$ cat config.mk
export PLATFORM = sky130hd
export DESIGN_NAME = common_dffram_nwnr
export DESIGN_NICKNAME = d
export VERILOG_FILES = /design/src/rtl/common_dffram_nwnr_pkg.sv /design/src/rtl/common_dffram_nwnr_wmerge.sv /design/src/rtl/common_dffram_nwnr.sv
export SDC_FILE = /design/constraint.sdc
export NUM_CORES = 1
export LEC_CHECK = 0
export CAP_MARGIN = 20
export CELL_PAD_IN_SITES_DETAIL_PLACEMENT = 0
export CELL_PAD_IN_SITES_GLOBAL_PLACEMENT = 1
export CORE_MARGIN = 5
export CORE_UTILIZATION = 53
export DETAILED_ROUTE_END_ITERATION = 8
export DONT_BUFFER_PORTS = 1
export HOLD_SLACK_MARGIN = 0.05
export PLACE_DENSITY = 0.84
export RECOVER_POWER = 100
export SYNTH_ARGS = -nofsm -noshare
export SYNTH_HDL_FRONTEND = slang
export SYNTH_SLANG_ARGS = --single-unit
$ cat constraint.sdc
create_clock -name clk -period 5 [get_ports clk]
set_clock_uncertainty 0.2 [all_clocks]
set_input_delay 1 -clock clk [delete_from_list [all_inputs] [get_ports clk]]
set_output_delay 1 -clock clk [all_outputs]
set_load 0.01 [all_outputs]
$ cat src/rtl/common_dffram_nwnr_pkg.sv
// Shared sizing helpers for the multi-port DFF RAM and its per-entry write merge.
package common_dffram_nwnr_pkg;

   function automatic int unsigned dffram_aw(input int unsigned onehot, input int unsigned depth);
      return (onehot != 0) ? depth : $clog2(depth);
   endfunction

   function automatic int unsigned dffram_wew(input int unsigned bitwe, input int unsigned width);
      return (bitwe != 0) ? width : 1;
   endfunction

endpackage

$ cat src/rtl/common_dffram_nwnr_wmerge.sv
// Per-entry write merge: applies every selected port in index order so the
// highest-index port wins each bit; nxt_o doubles as the write-first bypass value.
module common_dffram_nwnr_wmerge
   import common_dffram_nwnr_pkg::*;
#(
   parameter int unsigned WIDTH = 8,
   parameter int unsigned NW    = 2
) (
   input  logic [WIDTH-1:0]    cur_i,
   input  logic [NW-1:0]       sel_i,
   input  logic [NW*WIDTH-1:0] mask_i,
   input  logic [NW*WIDTH-1:0] wdata_i,
   output logic [WIDTH-1:0]    nxt_o,
   output logic                hit_o
);

   always_comb begin
      nxt_o = cur_i;
      hit_o = 1'b0;
      for (int unsigned w = 0; w < NW; w++) begin
         if (sel_i[w]) begin
            nxt_o = (nxt_o & ~mask_i[WIDTH*w +: WIDTH]) |
                    (wdata_i[WIDTH*w +: WIDTH] & mask_i[WIDTH*w +: WIDTH]);
            hit_o = hit_o | (|mask_i[WIDTH*w +: WIDTH]);
         end
      end
   end

endmodule

$ cat src/rtl/common_dffram_nwnr.sv
// Parametrised DFF RAM: NW prioritised write ports, NR independent read ports,
// optional write-first bypass, per-entry valid bits with global flush.
module common_dffram_nwnr
   import common_dffram_nwnr_pkg::*;
#(
   parameter int unsigned                      RAM_WIDTH         = 8,
   parameter int unsigned                      RAM_DEPTH         = 8,
   parameter logic [RAM_DEPTH*RAM_WIDTH-1:0]   RAM_RESET_VALUE   = '0,
   parameter int unsigned                      NW                = 2,
   parameter int unsigned                      NR                = 2,
   parameter int unsigned                      ONEHOT_ADDRESSING = 0,
   parameter int unsigned                      BIT_WRITE_ENABLE  = 0,
   parameter int unsigned                      READ_LATENCY      = 0,
   parameter int unsigned                      READ_BYPASS       = 0,
   localparam int unsigned                     AW  = dffram_aw(ONEHOT_ADDRESSING, RAM_DEPTH),
   localparam int unsigned                     WEW = dffram_wew(BIT_WRITE_ENABLE, RAM_WIDTH)
) (
   input  logic                    clk,
   input  logic                    resetn,
   input  logic [NW-1:0]           wen,
   input  logic [NW*AW-1:0]        waddr,
   input  logic [NW*WEW-1:0]       wbe,
   input  logic [NW*RAM_WIDTH-1:0] wdata,
   input  logic [NR-1:0]           ren,
   input  logic [NR*AW-1:0]        raddr,
   output logic [NR*RAM_WIDTH-1:0] rdata,
   output logic [NR-1:0]           rvalid,
   input  logic                    flush
);

   logic [RAM_WIDTH-1:0]    mem_q [RAM_DEPTH];
   logic [RAM_WIDTH-1:0]    mem_d [RAM_DEPTH];
   logic [RAM_DEPTH-1:0]    valid_q;
   logic [RAM_DEPTH-1:0]    valid_d;
   logic [RAM_DEPTH-1:0]    whit;
   logic [RAM_DEPTH*NW-1:0] wsel;
   logic [NW*RAM_WIDTH-1:0] wmask;

   for (genvar w = 0; w < NW; w++) begin : g_wport
      logic [AW-1:0] wa;
      assign wa = waddr[AW*w +: AW];
      if (WEW == 1) begin : g_word
         assign wmask[RAM_WIDTH*w +: RAM_WIDTH] = {RAM_WIDTH{wbe[w]}};
      end else begin : g_bit
         assign wmask[RAM_WIDTH*w +: RAM_WIDTH] = wbe[WEW*w +: WEW];
      end
      for (genvar e = 0; e < RAM_DEPTH; e++) begin : g_dec
         if (ONEHOT_ADDRESSING != 0) begin : g_oh
            assign wsel[NW*e + w] = wen[w] & wa[e];
         end else begin : g_bin
            assign wsel[NW*e + w] = wen[w] & (wa == AW'(e));
         end
      end
   end

   for (genvar e = 0; e < RAM_DEPTH; e++) begin : g_entry
      common_dffram_nwnr_wmerge #(
         .WIDTH (RAM_WIDTH),
         .NW    (NW)
      ) u_wmerge (
         .cur_i   (mem_q[e]),
         .sel_i   (wsel[NW*e +: NW]),
         .mask_i  (wmask),
         .wdata_i (wdata),
         .nxt_o   (mem_d[e]),
         .hit_o   (whit[e])
      );
      // a same-cycle write re-validates its entry even under flush
      assign valid_d[e] = whit[e] | (valid_q[e] & ~flush);
   end

   always_ff @(posedge clk) begin
      if (!resetn) begin
         for (int unsigned i = 0; i < RAM_DEPTH; i++) begin
            mem_q[i] <= RAM_RESET_VALUE[RAM_WIDTH*i +: RAM_WIDTH];
         end
         valid_q <= '0;
      end else begin
         for (int unsigned i = 0; i < RAM_DEPTH; i++) begin
            mem_q[i] <= mem_d[i];
         end
         valid_q <= valid_d;
      end
   end

   for (genvar r = 0; r < NR; r++) begin : g_rport
      logic [AW-1:0]        ra;
      logic [RAM_DEPTH-1:0] rsel;
      logic [RAM_WIDTH-1:0] rd_c;
      logic                 rv_c;

      assign ra = raddr[AW*r +: AW];
      for (genvar e = 0; e < RAM_DEPTH; e++) begin : g_dec
         if (ONEHOT_ADDRESSING != 0) begin : g_oh
            assign rsel[e] = ra[e];
         end else begin : g_bin
            assign rsel[e] = (ra == AW'(e));
         end
      end

      always_comb begin
         rd_c = '0;
         rv_c = 1'b0;
         for (int unsigned i = 0; i < RAM_DEPTH; i++) begin
            if (rsel[i]) begin
               rd_c = rd_c | ((READ_BYPASS != 0) ? mem_d[i] : mem_q[i]);
               rv_c = rv_c | ((READ_BYPASS != 0) ? valid_d[i] : valid_q[i]);
            end
         end
      end

      if (READ_LATENCY != 0) begin : g_reg
         logic [RAM_WIDTH-1:0] rdata_q;
         logic                 rvalid_q;
         always_ff @(posedge clk) begin
            if (!resetn) begin
               rdata_q  <= '0;
               rvalid_q <= 1'b0;
            end else if (ren[r]) begin
               rdata_q  <= rd_c;
               rvalid_q <= rv_c;
            end
         end
         assign rdata[RAM_WIDTH*r +: RAM_WIDTH] = rdata_q;
         assign rvalid[r]                       = rvalid_q;
      end else begin : g_comb
         assign rdata[RAM_WIDTH*r +: RAM_WIDTH] = rd_c;
         assign rvalid[r]                       = rv_c;
      end
   end

   if (READ_LATENCY == 0) begin : g_no_ren
      logic unused_ren;
      assign unused_ren = ^ren;
   end

endmodule

==> out/qor.csv, run 1 <==
stage;metric;value;unit
yosys;flops & latches, synth;72;
cts;clock-pin slew on the worst setup and hold paths;0.08;ns
drt;DRT iter0 DRCs;422;
status;status;finished with violations;
critical_path;critical path type;input port to output port;
yosys;top post-synthesis cells by area;dfxtp_1, mux4_1, o31ai_1;
sta;Final Hold Vio Count;0;
place;total placed cells including tap cells;564;
drt;Pre-antenna DRT Iters;5;
drt;final wirelength;16400;um
cts;setup bufs post-CTS;0;
global_routing;first-pass GRT wire length;24900;um
critical_path;crit path DAT;1.98;ns
critical_path;CP Capture Type;output port;
cts;Post-CTS Hold Buffers;0;
critical_path;CP delay by family, top;multiplexers;
layout;Layout Utilization;53.6;%
global_routing;largest net degree at the start of global routing;73;
critical_path;CP max-delay cell;mux4_1;
cts;post-CTS sizing;0;
critical_path;element type at the critical path start;input port;
cts;clk sinks;72;
global_routing;gr ovfl total;0;
floorplan;Die ar.;0.0112;mm^2
cts;CTS tree;done;
critical_path;CP Buf/Inv Count;0;
layout;final net count;501;
yosys;Syn Std Cell Area;0.00488;mm^2
yosys;Synth Area per Inst;9.28;um^2
critical_path;Crit path required time;3.80;ns
floorplan;I/O Pins;55;
yosys;Seq/Total Area, Yosys;29.5;%
drt;Vias;4386;
critical_path;crit-path max FO;18;
drt;DRC;0;
sta;max-slew violations;21;
place;Post-DP HPWL;10000;um
power_and_ir_drop;P per Cell Area;260;mW/mm^2
cts;Worst-Skew Late Latency;0.34;ns
sta;RSZ-0062 raised after global routing;no;
yosys;area leader, netlist;dfxtp_1;
global_routing;GR Util All Layers;29.1;%
sta;post-route setup TNS;0;ns
sta;Period minus WS final;3.18;ns
cts;clk buf depth;2;
yosys;synthesized instance count;526;
floorplan;initial core utilization;53.6;%
sta;fmax;314;MHz
yosys;post-synth top area share;29.5;%
power_and_ir_drop;Max VDD drop;0.141;mV
yosys;synth warn;0;
floorplan;row count;35;
sta;Worst Hold Margin;0.301;ns
power_and_ir_drop;Total Power;1.27;mW
drt;DR vias/cell;7.56;
sta;worst slew pin tran;1.52;ns
floorplan;core area;0.00911;mm^2
layout;filler instances;833;
place;RD Place Congestion;0.819;
critical_path;CP peak stage delay;0.56;ns
power_and_ir_drop;leakage power;1.68;nW
drt;antenna-violating nets left;0;
floorplan;Die X;106;um
sta;final worst-path cycle share;63.6;%
global_routing;vias in the first global route;4199;
sta;Slew HR;-1.66;%
yosys;post-synthesis cell type count;35;
status;failing checks;max-capacitance violations, max-slew violations;
cts;TritonCTS Buffers;9;
yosys;Mapped Nets;563;
layout;filler-free cell count of the finished design;580;
floorplan;Die Y-Extent;106;um
place;number of port buffers;0;
worst_hold_path;Min-Delay Path Class;flop to flop;
cts;Root Buffer;clkbuf_8;
flow_run;max_cap viols;1;
cts;H-Tree Level Count;3;
layout;share of cells above drive strength 1;6.40;%
sta;# setup viols final;0;
global_routing;initial antenna violation count;0;
layout;area growth from synthesis to layout;-0.0000819;%
drt;WL per Instance;28.3;um
layout;ant diodes;0;
critical_path;critical path, cell by cell;mux4_1 > mux2_1;
-- cell usage in the layout, fill, tap and decap left out, drive strengths merged, types with 2 or more instances in the layout --
| cell type | count |
|---|---|
| nor2b | 8 |
| o22ai | 8 |
| nand2 | 65 |
| nand3b | 3 |
| a31oi | 64 |
| and3 | 3 |
| clkbuf | 14 |
| dfxtp | 72 |
| and2 | 6 |
| and3b | 4 |
| and4bb | 3 |
| mux4 | 36 |
| nand3 | 2 |
| or2 | 9 |
| o21a | 8 |
| o31ai | 64 |
| buf | 4 |
| and4b | 3 |
| mux2 | 18 |
| nand2b | 3 |
| o21ai | 64 |
-- synth_stat cells (all sizes together) --
master / count
dfxtp: 72
nand2: 65
a31oi: 64
o21ai: 64
o31ai: 64
buf: 47
mux4: 36
clkbuf: 31
mux2: 18
or2: 9
nor2b: 8
o21a: 8
o22ai: 8
and2: 6
and3b: 4
and3: 3
and4b: 3
and4bb: 3
nand2b: 3
nand3b: 3
nand3: 2
and4: 1
nand4: 1
nor3b: 1
nor4b: 1
or3b: 1
-- cell families after synthesis --
family | Yosys count | share of synthesized area [%]
buffers and inverters | 78 | 7.84
flip-flops | 72 | 29.5
multiplexers | 54 | 23.4
AO/OA/AOI/OAI | 208 | 26.9
AND/OR/NAND/NOR | 114 | 12.4
-- flip-flops by register name, summed over array words and instances, names as in the netlist --
| register | cells |
|---|---|
| mem_q | 64 |
| valid_q | 8 |
-- routing by layer --
metal | vias up | part of all wire (%) | GRT usage [%] | wire (um)
li1 | 1923 | - | - | -
met1 | 2080 | 40 | 42.1 | 6610
met2 | 337 | 43 | 40.7 | 7050
met3 | 46 | 13 | 6.92 | 2180
met4 | 0 | 3.5 | 13.5 | 573
met5 | - | 0 | 0 | 0
-- worst paths after layout --
path,from,depth (start not counted),to,slack [ns]
worst max-delay path,raddr[3],2,rdata[15],1.82
worst min-delay path,mem_q[1][28]$_SDFF_PN0_,2,mem_q[1][28]$_SDFF_PN0_,0.30
worst max register to register,mem_q[1][14]$_SDFF_PN0_,2,mem_q[1][14]$_SDFF_PN0_,4.03
worst min register to register,mem_q[1][28]$_SDFF_PN0_,2,mem_q[1][28]$_SDFF_PN0_,0.30
-- area by class of cell --
| cell class | count | area (um^2) | share of cell area, % |
|---|---|---|---|
| Sequential cell | 72 | 1440 | 29.5 |
| Multi-Input combinational cell | 376 | 3040 | 62.3 |
| Clock inverter | 3 | 46.3 | 0.948 |
| Clock buffer | 13 | 179 | 3.66 |
| Tap cell | 111 | 139 | 2.84 |
| Timing Repair Buffer | 5 | 33.8 | 0.692 |
-- power breakdown --
group | internal [mW] | switching, mW
Sequential | 0.591 | 0.0117
Clock | 0.287 | 0.230
Combinational | 0.0628 | 0.0886
-- metrics by stage --
| stage | setup WS (ns) | cell area, um^2 |
|---|---|---|
| after floorplan | 1.68 | 4880 |
| after global placement | 1.90 | 4680 |
| after detailed placement | 1.88 | 4680 |
| after CTS | 1.88 | 4900 |
| after global routing | 1.80 | 4880 |
| final | 1.82 | 4880 |
Note: power is estimated with default switching activity, not from simulation.
==> run 2: changes to the inputs <==
--- a/config.mk
+++ b/config.mk
@@ -9,11 +9,11 @@
 export CELL_PAD_IN_SITES_DETAIL_PLACEMENT = 0
 export CELL_PAD_IN_SITES_GLOBAL_PLACEMENT = 1
 export CORE_MARGIN = 5
-export CORE_UTILIZATION = 53
+export CORE_UTILIZATION = 50
 export DETAILED_ROUTE_END_ITERATION = 8
 export DONT_BUFFER_PORTS = 1
 export HOLD_SLACK_MARGIN = 0.05
-export PLACE_DENSITY = 0.84
+export PLACE_DENSITY = 0.8
 export RECOVER_POWER = 100
 export SYNTH_ARGS = -nofsm -noshare
 export SYNTH_HDL_FRONTEND = slang
==> constraint.sdc (replaced) <==
create_clock -name clk -period 3.02 [get_ports clk]
set_clock_uncertainty 0.2 [all_clocks]
set_input_delay 0.604 -clock clk [delete_from_list [all_inputs] [get_ports clk]]
set_output_delay 0.604 -clock clk [all_outputs]
set_load 0.01 [all_outputs]
==> out/qor.csv, run 2 (same netlist as run 1, synthesis figures left out) <==
stage;metric;value;unit;change
sta;RSZ-0062 raised after global routing;no;;unchanged
drt;DRC;0;;unchanged
cts;TritonCTS Buffers;9;;unchanged
status;status;complete, no violations;;was finished with violations
cts;Worst-Skew Late Latency;0.34;ns;about the same
layout;final net count;504;;was 501
sta;Slew HR;37.6;%;was -1.66%
layout;filler instances;933;;was 833
global_routing;gr ovfl total;0;;unchanged
layout;share of cells above drive strength 1;6.57;%;was 6.40%
cts;clock-pin slew on the worst setup and hold paths;0.08;ns;about the same
power_and_ir_drop;clock power share;47.5;%;was 40.7%
global_routing;vias in the first global route;4342;;was 4199
layout;most flop-heavy register;mem_q;;unchanged
layout;ant diodes;0;;unchanged
critical_path;critical path type;flop to output port;;was input port to output port
critical_path;element type at the critical path start;flop;;was input port
power_and_ir_drop;leakage power;1.73;nW;was 1.68 nW
sta;Final Hold Vio Count;0;;unchanged
power_and_ir_drop;net switching power;0.543;mW;was 0.330 mW
power_and_ir_drop;sw frac;22.7;%;was 26.0%
global_routing;largest net degree at the start of global routing;73;;unchanged
floorplan;Die Y-Extent;109;um;was 106 um
sta;max-slew violations;0;;was 21
power_and_ir_drop;Reg power frac;41.8;%;was 47.4%
power_and_ir_drop;P per Cell Area;476;mW/mm^2;was 260 mW/mm^2
cts;clk buf depth;2;;unchanged
flow_run;max_cap viols;0;;was 1
floorplan;Die X;109;um;was 106 um
drt;WL per Instance;27.8;um;was 28.3 um
critical_path;crit path DAT;1.59;ns;was 1.98 ns
global_routing;first-pass GRT wire length;25600;um;was 24900 um
critical_path;Crit path required time;2.22;ns;was 3.80 ns
floorplan;initial core utilization;50.7;%;was 53.6%
worst_hold_path;Min-Delay Path Class;input port to flop;;was flop to flop
sta;worst slew pin tran;0.936;ns;was 1.52 ns
floorplan;Die ar.;0.0118;mm^2;was 0.0112 mm^2
cts;post-CTS sizing;0;;unchanged
power_and_ir_drop;P_int;1.85;mW;was 0.941 mW
global_routing;GR Util All Layers;29.0;%;was 29.1%
drt;final wirelength;16800;um;was 16400 um
sta;final worst-path cycle share;79.2;%;
place;Post-DP HPWL;10600;um;was 10000 um
cts;clk sinks;72;;unchanged
sta;post-route setup TNS;0;ns;unchanged
drt;antenna-violating nets left;0;;unchanged
sta;Worst Hold Margin;0.196;ns;was 0.301 ns
cts;H-Tree Level Count;3;;unchanged
power_and_ir_drop;power share of the combinational group;10.7;%;was 11.9%
cts;setup bufs post-CTS;0;;unchanged
drt;Pre-antenna DRT Iters;5;;unchanged
layout;commonest non-fill, non-tap cells in the layout;dfxtp_1, nand2_1, o21ai_0, o31ai_1, a31oi_1;;unchanged
place;RD Place Congestion;0.857;;was 0.819
floorplan;core area;0.00964;mm^2;was 0.00911 mm^2
cts;Post-CTS Hold Buffers;0;;unchanged
place;number of port buffers;0;;unchanged
drt;Vias;4458;;was 4386
layout;Largest register FFs;64;;unchanged
drt;DR vias/cell;7.37;;was 7.56
layout;largest registers;mem_q x64, valid_q x8;;unchanged
sta;# setup viols final;0;;unchanged
layout;commonest non-fill, non-tap cell in the layout;dfxtp_1;;unchanged
critical_path;CP Capture Type;output port;;unchanged
power_and_ir_drop;Max VDD drop;0.267;mV;was 0.141 mV
drt;DRT iter0 DRCs;440;;was 422
layout;area growth from synthesis to layout;2.79;%;was -0.0000819%
layout;Layout Utilization;52.1;%;was 53.6%
floorplan;I/O Pins;55;;unchanged
global_routing;initial antenna violation count;0;;unchanged
sta;fmax;418;MHz;
critical_path;crit-path max FO;3;;was 18
floorplan;row count;36;;was 35
cts;Root Buffer;clkbuf_8;;unchanged
sta;Period minus WS final;2.39;ns;
cts;CTS tree;done;;unchanged
-- run 2: worst paths after layout --
check / start / slack [ns] / cells after the start / to
max: mem_q[1][22]$_SDFF_PN0_ / 0.63 / 2 / rdata[14]
min: resetn / 0.20 / 2 / mem_q[1][1]$_SDFF_PN0_
max reg2reg: mem_q[1][19]$_SDFF_PN0_ / 2.07 / 2 / mem_q[1][19]$_SDFF_PN0_
min reg2reg: mem_q[1][7]$_SDFF_PN0_ / 0.30 / 2 / mem_q[1][7]$_SDFF_PN0_
-- run 2: worst max-delay path, cell delays in order, from the launching register on --
cell and delay, ns:
dfxtp_1 0.33, mux4_1 0.50, mux2_1 0.41
-- run 2: stage by stage --
| stage | power (mW) | setup slack [ns] | cells | cell area [um^2] |
|---|---|---|---|---|
| CTS | 2.39 | 0.684 | 605 | 5040 |
| global route | 2.45 | 0.586 | 605 | 5020 |
| global placement | 1.27 | 0.744 | 589 | 4740 |
| finish | 2.39 | 0.628 | 605 | 5020 |
| detailed placement | 1.28 | 0.724 | 589 | 4740 |
| floorplan | 1.27 | 0.489 | 526 | 4880 |
-- run 2: power groups by stage --
stage	clock network, mW	registers (mW)	logic (mW)
final	1.14	0.999	0.257
after global placement	0	1.02	0.251
after CTS	1.14	0.998	0.256
after global routing	1.17	1.00	0.273
after floorplan	0	1.01	0.257
after detailed placement	0	1.02	0.255
-- run 2: routing by layer --
metal	GRT usage, %	vias up	routed length (um)
met5	0	-	0
met4	10.0	0	399
met3	9.77	32	2350
met2	42.0	307	7310
met1	40.6	2182	6770
li1	-	1937	-
-- run 2: final cells by class --
| type | count | area [um^2] | share of cell area [%] |
|---|---|---|---|
| Clock inverter | 5 | 150 | 2.99 |
| Timing Repair Buffer | 8 | 66.3 | 1.32 |
| Tap cell | 133 | 166 | 3.32 |
| Multi-Input combinational cell | 376 | 3040 | 60.6 |
| Sequential cell | 72 | 1440 | 28.7 |
| Clock buffer | 11 | 151 | 3.02 |
